[config.mk]
export PLATFORM = sky130hd
export DESIGN_NAME = edf_scheduler
export DESIGN_NICKNAME = d
export VERILOG_FILES = /design/src/rtl/edf_scheduler.sv
export SDC_FILE = /design/constraint.sdc
export NUM_CORES = 1
export LEC_CHECK = 0
export ABC_AREA = 0
export BUFFER_PORTS_ARGS = -buffer_cell sky130_fd_sc_hd__buf_2
export CAP_MARGIN = 20
export CORE_MARGIN = 5
export CORE_UTILIZATION = 40
export CTS_BUF_LIST = sky130_fd_sc_hd__clkbuf_2 sky130_fd_sc_hd__clkbuf_4 sky130_fd_sc_hd__clkbuf_8
export DETAILED_ROUTE_END_ITERATION = 8
export REMOVE_ABC_BUFFERS = 1
export SKIP_CTS_REPAIR_TIMING = 1
export SYNTH_ARGS = -nofsm -noshare
export SYNTH_HDL_FRONTEND = slang
export SYNTH_SLANG_ARGS = --single-unit
[constraint.sdc]
create_clock -name clock -period 17.3 [get_ports clock]
set_input_delay 3.46 -clock clock [delete_from_list [all_inputs] [get_ports clock]]
set_output_delay 3.46 -clock clock [all_outputs]
set_load 0.03 [all_outputs]
[src/rtl/edf_scheduler.sv]
// Earliest-deadline-first arbiter: one countdown deadline per queue, offers the most
// urgent eligible queue over valid/ready and reloads its deadline on each accepted grant.
module edf_scheduler #(
    parameter int NUMBER_OF_QUEUES = 4,
    parameter int PRIORITY_SIZE    = 32
) (
    input  logic                                          clock,
    input  logic                                          reset,
    input  logic [NUMBER_OF_QUEUES-1:0][PRIORITY_SIZE-1:0] periods,
    input  logic [NUMBER_OF_QUEUES-1:0]                   empty,
    input  logic                                          ready,
    input  logic                                          clear_miss,
    output logic                                          valid,
    output logic [$clog2(NUMBER_OF_QUEUES)-1:0]           selection,
    output logic [NUMBER_OF_QUEUES-1:0]                   miss
);

    localparam int SEL_W = $clog2(NUMBER_OF_QUEUES);

    typedef enum logic {IDLE, OFFER} state_t;

    state_t                                         state, state_nxt;
    logic [SEL_W-1:0]                               sel_nxt;
    logic [NUMBER_OF_QUEUES-1:0][PRIORITY_SIZE-1:0] cnt;
    logic [NUMBER_OF_QUEUES-1:0]                    eligible;
    logic                                           any_elig;
    logic [SEL_W-1:0]                               win_idx;
    logic [PRIORITY_SIZE-1:0]                       win_cnt;
    logic                                           xfer;

    assign valid = (state == OFFER);
    assign xfer  = valid & ready;

    // Strict less-than keeps the lowest index on ties.
    always_comb begin
        any_elig = 1'b0;
        win_idx  = '0;
        win_cnt  = '1;
        eligible = '0;
        for (int i = 0; i < NUMBER_OF_QUEUES; i++) begin
            eligible[i] = !empty[i] && (periods[i] != '0);
            if (eligible[i] && (!any_elig || cnt[i] < win_cnt)) begin
                any_elig = 1'b1;
                win_idx  = SEL_W'(i);
                win_cnt  = cnt[i];
            end
        end
    end

    always_comb begin
        state_nxt = state;
        sel_nxt   = selection;
        case (state)
            IDLE: begin
                if (any_elig) begin
                    state_nxt = OFFER;
                    sel_nxt   = win_idx;
                end
            end
            OFFER: begin
                // An offer is never pre-empted; it ends only on transfer or withdrawal.
                if (ready || empty[selection]) begin
                    state_nxt = IDLE;
                end
            end
            default: state_nxt = IDLE;
        endcase
    end

    always_ff @(posedge clock or negedge reset) begin
        if (!reset) begin
            state     <= IDLE;
            selection <= '0;
        end else begin
            state     <= state_nxt;
            selection <= sel_nxt;
        end
    end

    // Deadline counters: reload on grant or while empty, otherwise count down and saturate at 0.
    always_ff @(posedge clock or negedge reset) begin
        if (!reset) begin
            cnt <= '1;
        end else begin
            for (int i = 0; i < NUMBER_OF_QUEUES; i++) begin
                if ((xfer && selection == SEL_W'(i)) || empty[i]) begin
                    cnt[i] <= periods[i];
                end else if (cnt[i] != '0) begin
                    cnt[i] <= cnt[i] - PRIORITY_SIZE'(1);
                end
            end
        end
    end

    // A miss raised in the same cycle as clear_miss survives the clear.
    always_ff @(posedge clock or negedge reset) begin
        if (!reset) begin
            miss <= '0;
        end else begin
            for (int i = 0; i < NUMBER_OF_QUEUES; i++) begin
                if (cnt[i] == '0 && !empty[i] && periods[i] != '0) begin
                    miss[i] <= 1'b1;
                end else if (clear_miss) begin
                    miss[i] <= 1'b0;
                end
            end
        end
    end

endmodule

==> run metrics, run 1 <==
status completed; max cap viols 0; drc violations 0; core area 0.02863 mm^2; XOR/XNOR Fraction of Synth Area 0.07875; Post-synth EDFFs 0; Top Metal Used met4; Setup crit start kind input port; WL final 33820 um; area delta synth->final 12.28%; Die W 180.0 um; die height 180.0 um; Slew HR 0.3259; clk root buf clkbuf_8; Synth Area in Simple Gates 0.2336; FMAX 83.06 MHz; CP Data Required Time 17.66 ns; initial antenna violation count 0; Top Ports 143; Leak between 5 and 6 nW; critical path's slowest cell a31oi_4; syn avg cell area 8.897 um^2; share of post-route cells with drive strength above 1 0.2939; Initial Utilization 0.4041; dpl hpwl 26750 um; clock slew at reported path FFs approximately 0.080 ns; depth of the worst hold-timing path 1; Clock Skews 0.02129 ns; # clock sinks approximately 140; worst skew pair latency 0.49 ns; Global Route Usage Sum 0.2043; antenna-violating nets left 0; register area share after synthesis 0.3059; number of port buffers 142; post-synthesis mux area share 0.08579; global-route wire length before repair approximately 53000 um; Worst path max stage delay 0.61 ns; fin crit share 0.6959; H-tree depth 4; 1st-pass router iterations 6; PD cells 107.3 mW/mm^2; Final Setup Violations 0; Num CTS Buffers 17; drt via density between 5 and 6; largest net degree at the start of global routing between 70 and 80; Async S/R FF share, synth 1.000; min Tclk post-route around 12 ns; Post-Route Utilization 0.4537; Mapped Area 0.01157 mm^2; Top FF cell, synth dfstp_2; RSZ-0062 raised after global routing false; Post-Synth Adder-Cell Area 0.1036; R2R cell count 29; Worst-Margin Slew 1.011 ns; routed wl met3 about 1900 um; met1 wire length 15850 um; DR iter-0 viols about 820; Compound-Gate Fraction of Synth Area 0.1466; DIE AREA 0.03242 mm^2; Final Power 1.393 mW; Max FO, Critical Path 40; Peak VDD IR between 0.05 and 0.06 mV; WP data arrival 12.40 ns; Filler Cells Inserted 2876; clk buf depth 2; nets@finish 1654; global route overflow 0; FP Rows 62; critical path type in2reg; vias in the first global route roughly 10000; drt wl/cell between 15 and 20 um; number of synthesized register bits 135; Ant. Diodes 0; routability congestion estimate 0.8999; WL met2 15410 um; fin. max-slew vios 0; synth unique cells between 80 and 90; Post-Syn Instances 1300; final hold viol count 0; Syn. warnings 0; Crit. End Element flop; CTS tree done; TNS Setup 0 ns; worst hold path type reg2reg; Vias 10086; main combinational cell family by area after synthesis simple AND/OR/NAND/NOR gates
==> per-stage QoR <==
stage	setup slack (ns)	cells	hold WS [ns]	area [um^2]
after floorplan	4.354	1253	0.4836	11320
after global placement	5.026	1788	0.4644	12590
after detailed placement	4.793	1788	0.4691	12590
after CTS	5.308	1820	0.4910	12990
after global routing	4.648	1820	0.5234	12990
final	5.260	1820	0.4913	12990
==> worst max-delay path: cells and delay by family <==
family	cells	cell delay, ns
AOI/OAI and AO/OA	13	3.14
muxes	2	0.68
adders and majority gates	3	0.91
and+or+nand+nor	12	2.65
buffers and inverters	4	1.49
==> path summary, 6_finish.rpt <==
kind | startpoint | slack [ns] | to
max in group asynchronous | reset | 12.84 | miss[1]$_DFFE_PN0P_
setup / recovery | periods[14] | 5.26 | selection[0]$_DFFE_PN0P_
setup reg to reg | cnt[7]$_DFFE_PN1P_ | 9.03 | selection[0]$_DFFE_PN0P_
min in group asynchronous | reset | 3.09 | valid$_DFF_PN0_
hold reg to reg | miss[3]$_DFFE_PN0P_ | 0.49 | miss[3]$_DFFE_PN0P_
hold / removal | miss[3]$_DFFE_PN0P_ | 0.49 | miss[3]$_DFFE_PN0P_
==> cell usage in the layout, fill, tap and decap left out, types with 6 or more instances in the layout <==
cell / synthesis / final
a211oi_1: 6 / 6
buf_2: 6 / 141
a21o_1: 19 / 19
nor2b_1: 9 / 9
nand3_1: 18 / 18
o21ai_1: 28 / 28
xnor2_1: 88 / 88
nor2_1: 94 / 94
nor3_2: 6 / 6
nand2b_1: 6 / 6
mux2_4: 56 / 56
a21oi_1: 27 / 27
xor2_1: 16 / 16
a31oi_1: 6 / 6
o31ai_1: 31 / 31
or4_1: 10 / 10
o211ai_1: 10 / 10
or3_1: 14 / 14
dfrtp_1: 7 / 7
or2_2: 8 / 8
mux2_2: 7 / 7
inv_1: 75 / 75
nor4_1: 63 / 63
nor3_1: 34 / 34
dfstp_2: 128 / 128
clkbuf_8: 0 / 17
buf_4: 2 / 10
ha_1: 95 / 95
nand4_1: 32 / 32
and3_1: 6 / 6
o21ai_0: 80 / 80
nand2_1: 174 / 174
==> state kept, by name (all words and copies together) (netlist names) <==
name / count
cnt: 128
valid: 1
selection: 2
miss: 4
==> power by group <==
| group | total [mW] | internal [mW] | leakage, nW | switching [mW] |
|---|---|---|---|---|
| combinational | 0.576 | 0.272 | 3.86 | 0.304 |
| clock | 0.279 | 0.130 | 0.193 | 0.148 |
| sequential | 0.538 | 0.428 | 1.43 | 0.111 |
==> Yosys cell counts (9+ instances only) <==
master,count,area [um^2]
xor2_1,16,140.1
nor3_1,34,170.2
xnor2_1,88,770.7
inv_1,75,281.5
mux2_4,56,840.8
clkbuf_1,29,108.9
dfstp_2,128,3363
or3_1,14,87.58
o21ai_1,28,140.1
o31ai_1,31,232.7
nor2_1,94,352.8
or4_1,10,75.07
ha_1,95,1189
nand4_1,32,200.2
nor2b_1,9,56.30
nand3_1,18,90.09
a21o_1,19,142.6
nor4_1,63,394.1
nand2_1,174,653.1
o21ai_0,80,400.4
a21oi_1,27,135.1
o211ai_1,10,75.07
==> area by class of cell <==
cell class | count | area [um^2] | share of cell area
timing repair buffer | 151 | 780.7 | 0.06012
clock buffer | 18 | 241.5 | 0.01860
clock inverter | 14 | 150.1 | 0.01156
tap | 384 | 480.5 | 0.03700
inverter | 76 | 285.3 | 0.02197
multi-input combinational | 1042 | 7510 | 0.5783
sequential | 135 | 3538 | 0.2725
==> cell families (layout without fill, tap and decap cells) <==
family	Yosys count	count (layout)
compound gates	259	259
mux	69	69
simple gates	514	514
flops	135	135
fa+ha+maj	96	96
buf+inv	123	259
xor+xnor	104	104
==> layer usage <==
layer / global-route usage / vias up
met1: 0.2838 / 4782
li1: - / 4965
met5: 0 / -
met3: 0.03674 / 34
met2: 0.3280 / 305
met4: 0.05808 / 0
Power figures use the tool's default switching activity.
==> run 2: changes to the inputs <==
clock period = 11.8 ns   (was 17.3 ns; I/O delays follow)
==> run 2 against run 1 <==
Net effect:
- final cell count is 0.11% higher
- sequential power up 46%
- clock skew down 0.0072 ns
- critical path type unchanged
- critical endpoint is now selection[1]$_DFFE_PN0P_
==> run metrics, run 2 (synthesis results as in run 1) <==
status completed (unchanged); global-route wire length before repair 53790 um (was 53440 um); Filler Cells Inserted 2874 (was 2876); Crit. End Element flop (unchanged); DIE AREA 0.03242 mm^2 (unchanged); r2r endpoint selection[1]$_DFFE_PN0P_ (was selection[0]$_DFFE_PN0P_); fin crit share 0.8780; pre-CTS setup slack 1.022 ns (was 4.793 ns); critical path's slowest cell a2111oi_0 (was a31oi_4); Peak VDD IR 0.08602 mV (was 0.05324 mV); DR iter-0 viols 777 (was 819); most common cell after layout, fill and taps aside nand2_1 (unchanged); WL final 33780 um (was 33820 um); nets@finish 1656 (was 1654); Largest register FFs 128 (unchanged); Seq pwr share 0.382 (was 0.386); antenna-violating nets left 0 (unchanged); CP Data Required Time 12.17 ns (was 17.66 ns); Internal Pwr Total 1.241 mW (was 830.5 uW); P_sw 820.6 uW (was 562.5 uW); R2R cell count 28 (was 29); initial antenna violation count 0 (unchanged); FF-to-FF Start cnt[31]$_DFFE_PN1P_ (was cnt[7]$_DFFE_PN1P_); hold slack 0.4929 ns (was 0.4913 ns); critical path type in2reg (unchanged); drt via density 5.538 (was 5.542); clk root buf clkbuf_8 (unchanged); Vias 10090 (was 10086); Comb pwr share 0.411 (was 0.414); Max FO, Critical Path 40 (unchanged); core area 0.02863 mm^2 (unchanged); dpl hpwl 27050 um (was 26750 um); Worst-Margin Slew 1.007 ns (was 1.011 ns); Clock power frac 0.206 (was 0.200); CTS tree done (unchanged); area delta synth->final 12.70% (was 12.28%); Initial Utilization 0.4041 (unchanged); Clock Skews 0.01409 ns (was 0.02129 ns); number of port buffers 142 (unchanged); Final Setup Violations 0 (unchanged); clk buf depth 2 (unchanged); WP data arrival 10.73 ns (was 12.40 ns); FMAX slightly below 100 MHz; FP Rows 62 (unchanged); fin. max-slew vios 0 (unchanged); min Tclk post-route ~10 ns; vias in the first global route 10073 (was 10043); largest register by flop count cnt (unchanged); most frequent cells in the layout nand2_1, buf_2, dfstp_2, ha_1, nor2_1 (unchanged); worst hold path type reg2reg (unchanged); Top Ports 143 (unchanged); Worst path max stage delay 0.59 ns (was 0.61 ns); Leak 5.506 nW (was 5.481 nW); Sw Share 0.3981 (was 0.4038); drc violations 0 (unchanged); Min-Delay Endpoint miss[3]$_DFFE_PN0P_ (unchanged); drt wl/cell 18.54 um (was 18.58 um); Hold Crit Start miss[3]$_DFFE_PN0P_ (unchanged); max cap viols 0 (unchanged); Num CTS Buffers 17 (unchanged); Final Power 2.062 mW (was 1.393 mW); Largest regs cnt x128, miss x4, selection x2 (unchanged); worst skew pair latency 0.46 ns (was 0.49 ns); routability congestion estimate 0.9179 (was 0.8999); largest net degree at the start of global routing 64 (was 71); global route overflow 0 (unchanged); Post-Route Utilization 0.4554 (was 0.4537); PD cells 158.2 mW/mm^2 (was 107.3 mW/mm^2); Seq. cell area 0.003538 mm^2 (unchanged); final hold viol count 0 (unchanged); Setup crit start kind input port (unchanged); Global Route Usage Sum 0.2036 (was 0.2043); Die W 180.0 um (unchanged); Ant. Diodes 0 (unchanged); depth of the worst hold-timing path 1 (unchanged); Slew HR 0.3285 (was 0.3259); # clock sinks 135 (unchanged); R2R setup slack 4.04 ns (was 9.03 ns); finished layout cell area 0.01304 mm^2 (was 0.01299 mm^2); H-tree depth 4 (unchanged); clock slew at reported path FFs 0.08 ns (about the same); post-place instance area 0.01262 mm^2 (was 0.01259 mm^2); die height 180.0 um (unchanged); Final WS setup 1.440 ns (was 5.260 ns); RSZ-0062 raised after global routing false (unchanged); share of post-route cells with drive strength above 1 0.2949 (was 0.2939); 1st-pass router iterations 5 (was 6); area occupied by multi-input gates 0.007510 mm^2 (unchanged)
## run 2: power groups by stage
stage | Sequential [mW] | Clock (mW) | Combinational, mW
floorplan | 0.742 | 0 | 0.632
global placement | 0.789 | 0 | 0.827
detailed placement | 0.790 | 0 | 0.846
CTS | 0.785 | 0.434 | 0.850
global route | 0.804 | 0.455 | 0.951
finish | 0.788 | 0.425 | 0.848
## run 2: worst max-delay path by stage
stage / startpoint / to / slack, ns / depth (start not counted)
CTS: periods[30] / selection[1]$_DFFE_PN0P_ / 1.49 / 33
detailed placement: periods[30] / selection[1]$_DFFE_PN0P_ / 1.02 / 33
global placement: periods[30] / selection[1]$_DFFE_PN0P_ / 1.10 / 33
finish: periods[30] / selection[1]$_DFFE_PN0P_ / 1.44 / 33
floorplan: periods[5] / selection[1]$_DFFE_PN0P_ / -0.05 / 30
global route: periods[30] / selection[1]$_DFFE_PN0P_ / 0.90 / 33
## run 2: metal layers
layer	share of wire	track usage
met5	0	0
met2	0.46	0.3287
met3	0.053	0.03896
met4	0.016	0.04598
met1	0.47	0.2848
## run 2: layout make-up
type / instances / area share
inverter: 76 / 0.02189
tap: 384 / 0.03686
multi-input combinational: 1042 / 0.5761
timing repair buffer: 153 / 0.06201
sequential: 135 / 0.2715
clock buffer: 18 / 0.01853
clock inverter: 14 / 0.01315
## run 2: worst max-delay path, delay by kind of cell
family | cells | cell delay [ns]
simple gates | 9 | 2.25
fa+ha+maj | 3 | 0.93
buf+inv | 4 | 1.07
compound gates | 15 | 3.43
mux | 2 | 0.63
## run 2: stage by stage
| step | std cells | TNS (ns) |
|---|---|---|
| global route | 1822 | 0 |
| floorplan | 1253 | -0.04650 |
| global placement | 1790 | 0 |
| finish | 1822 | 0 |
| CTS | 1822 | 0 |
| detailed placement | 1790 | 0 |
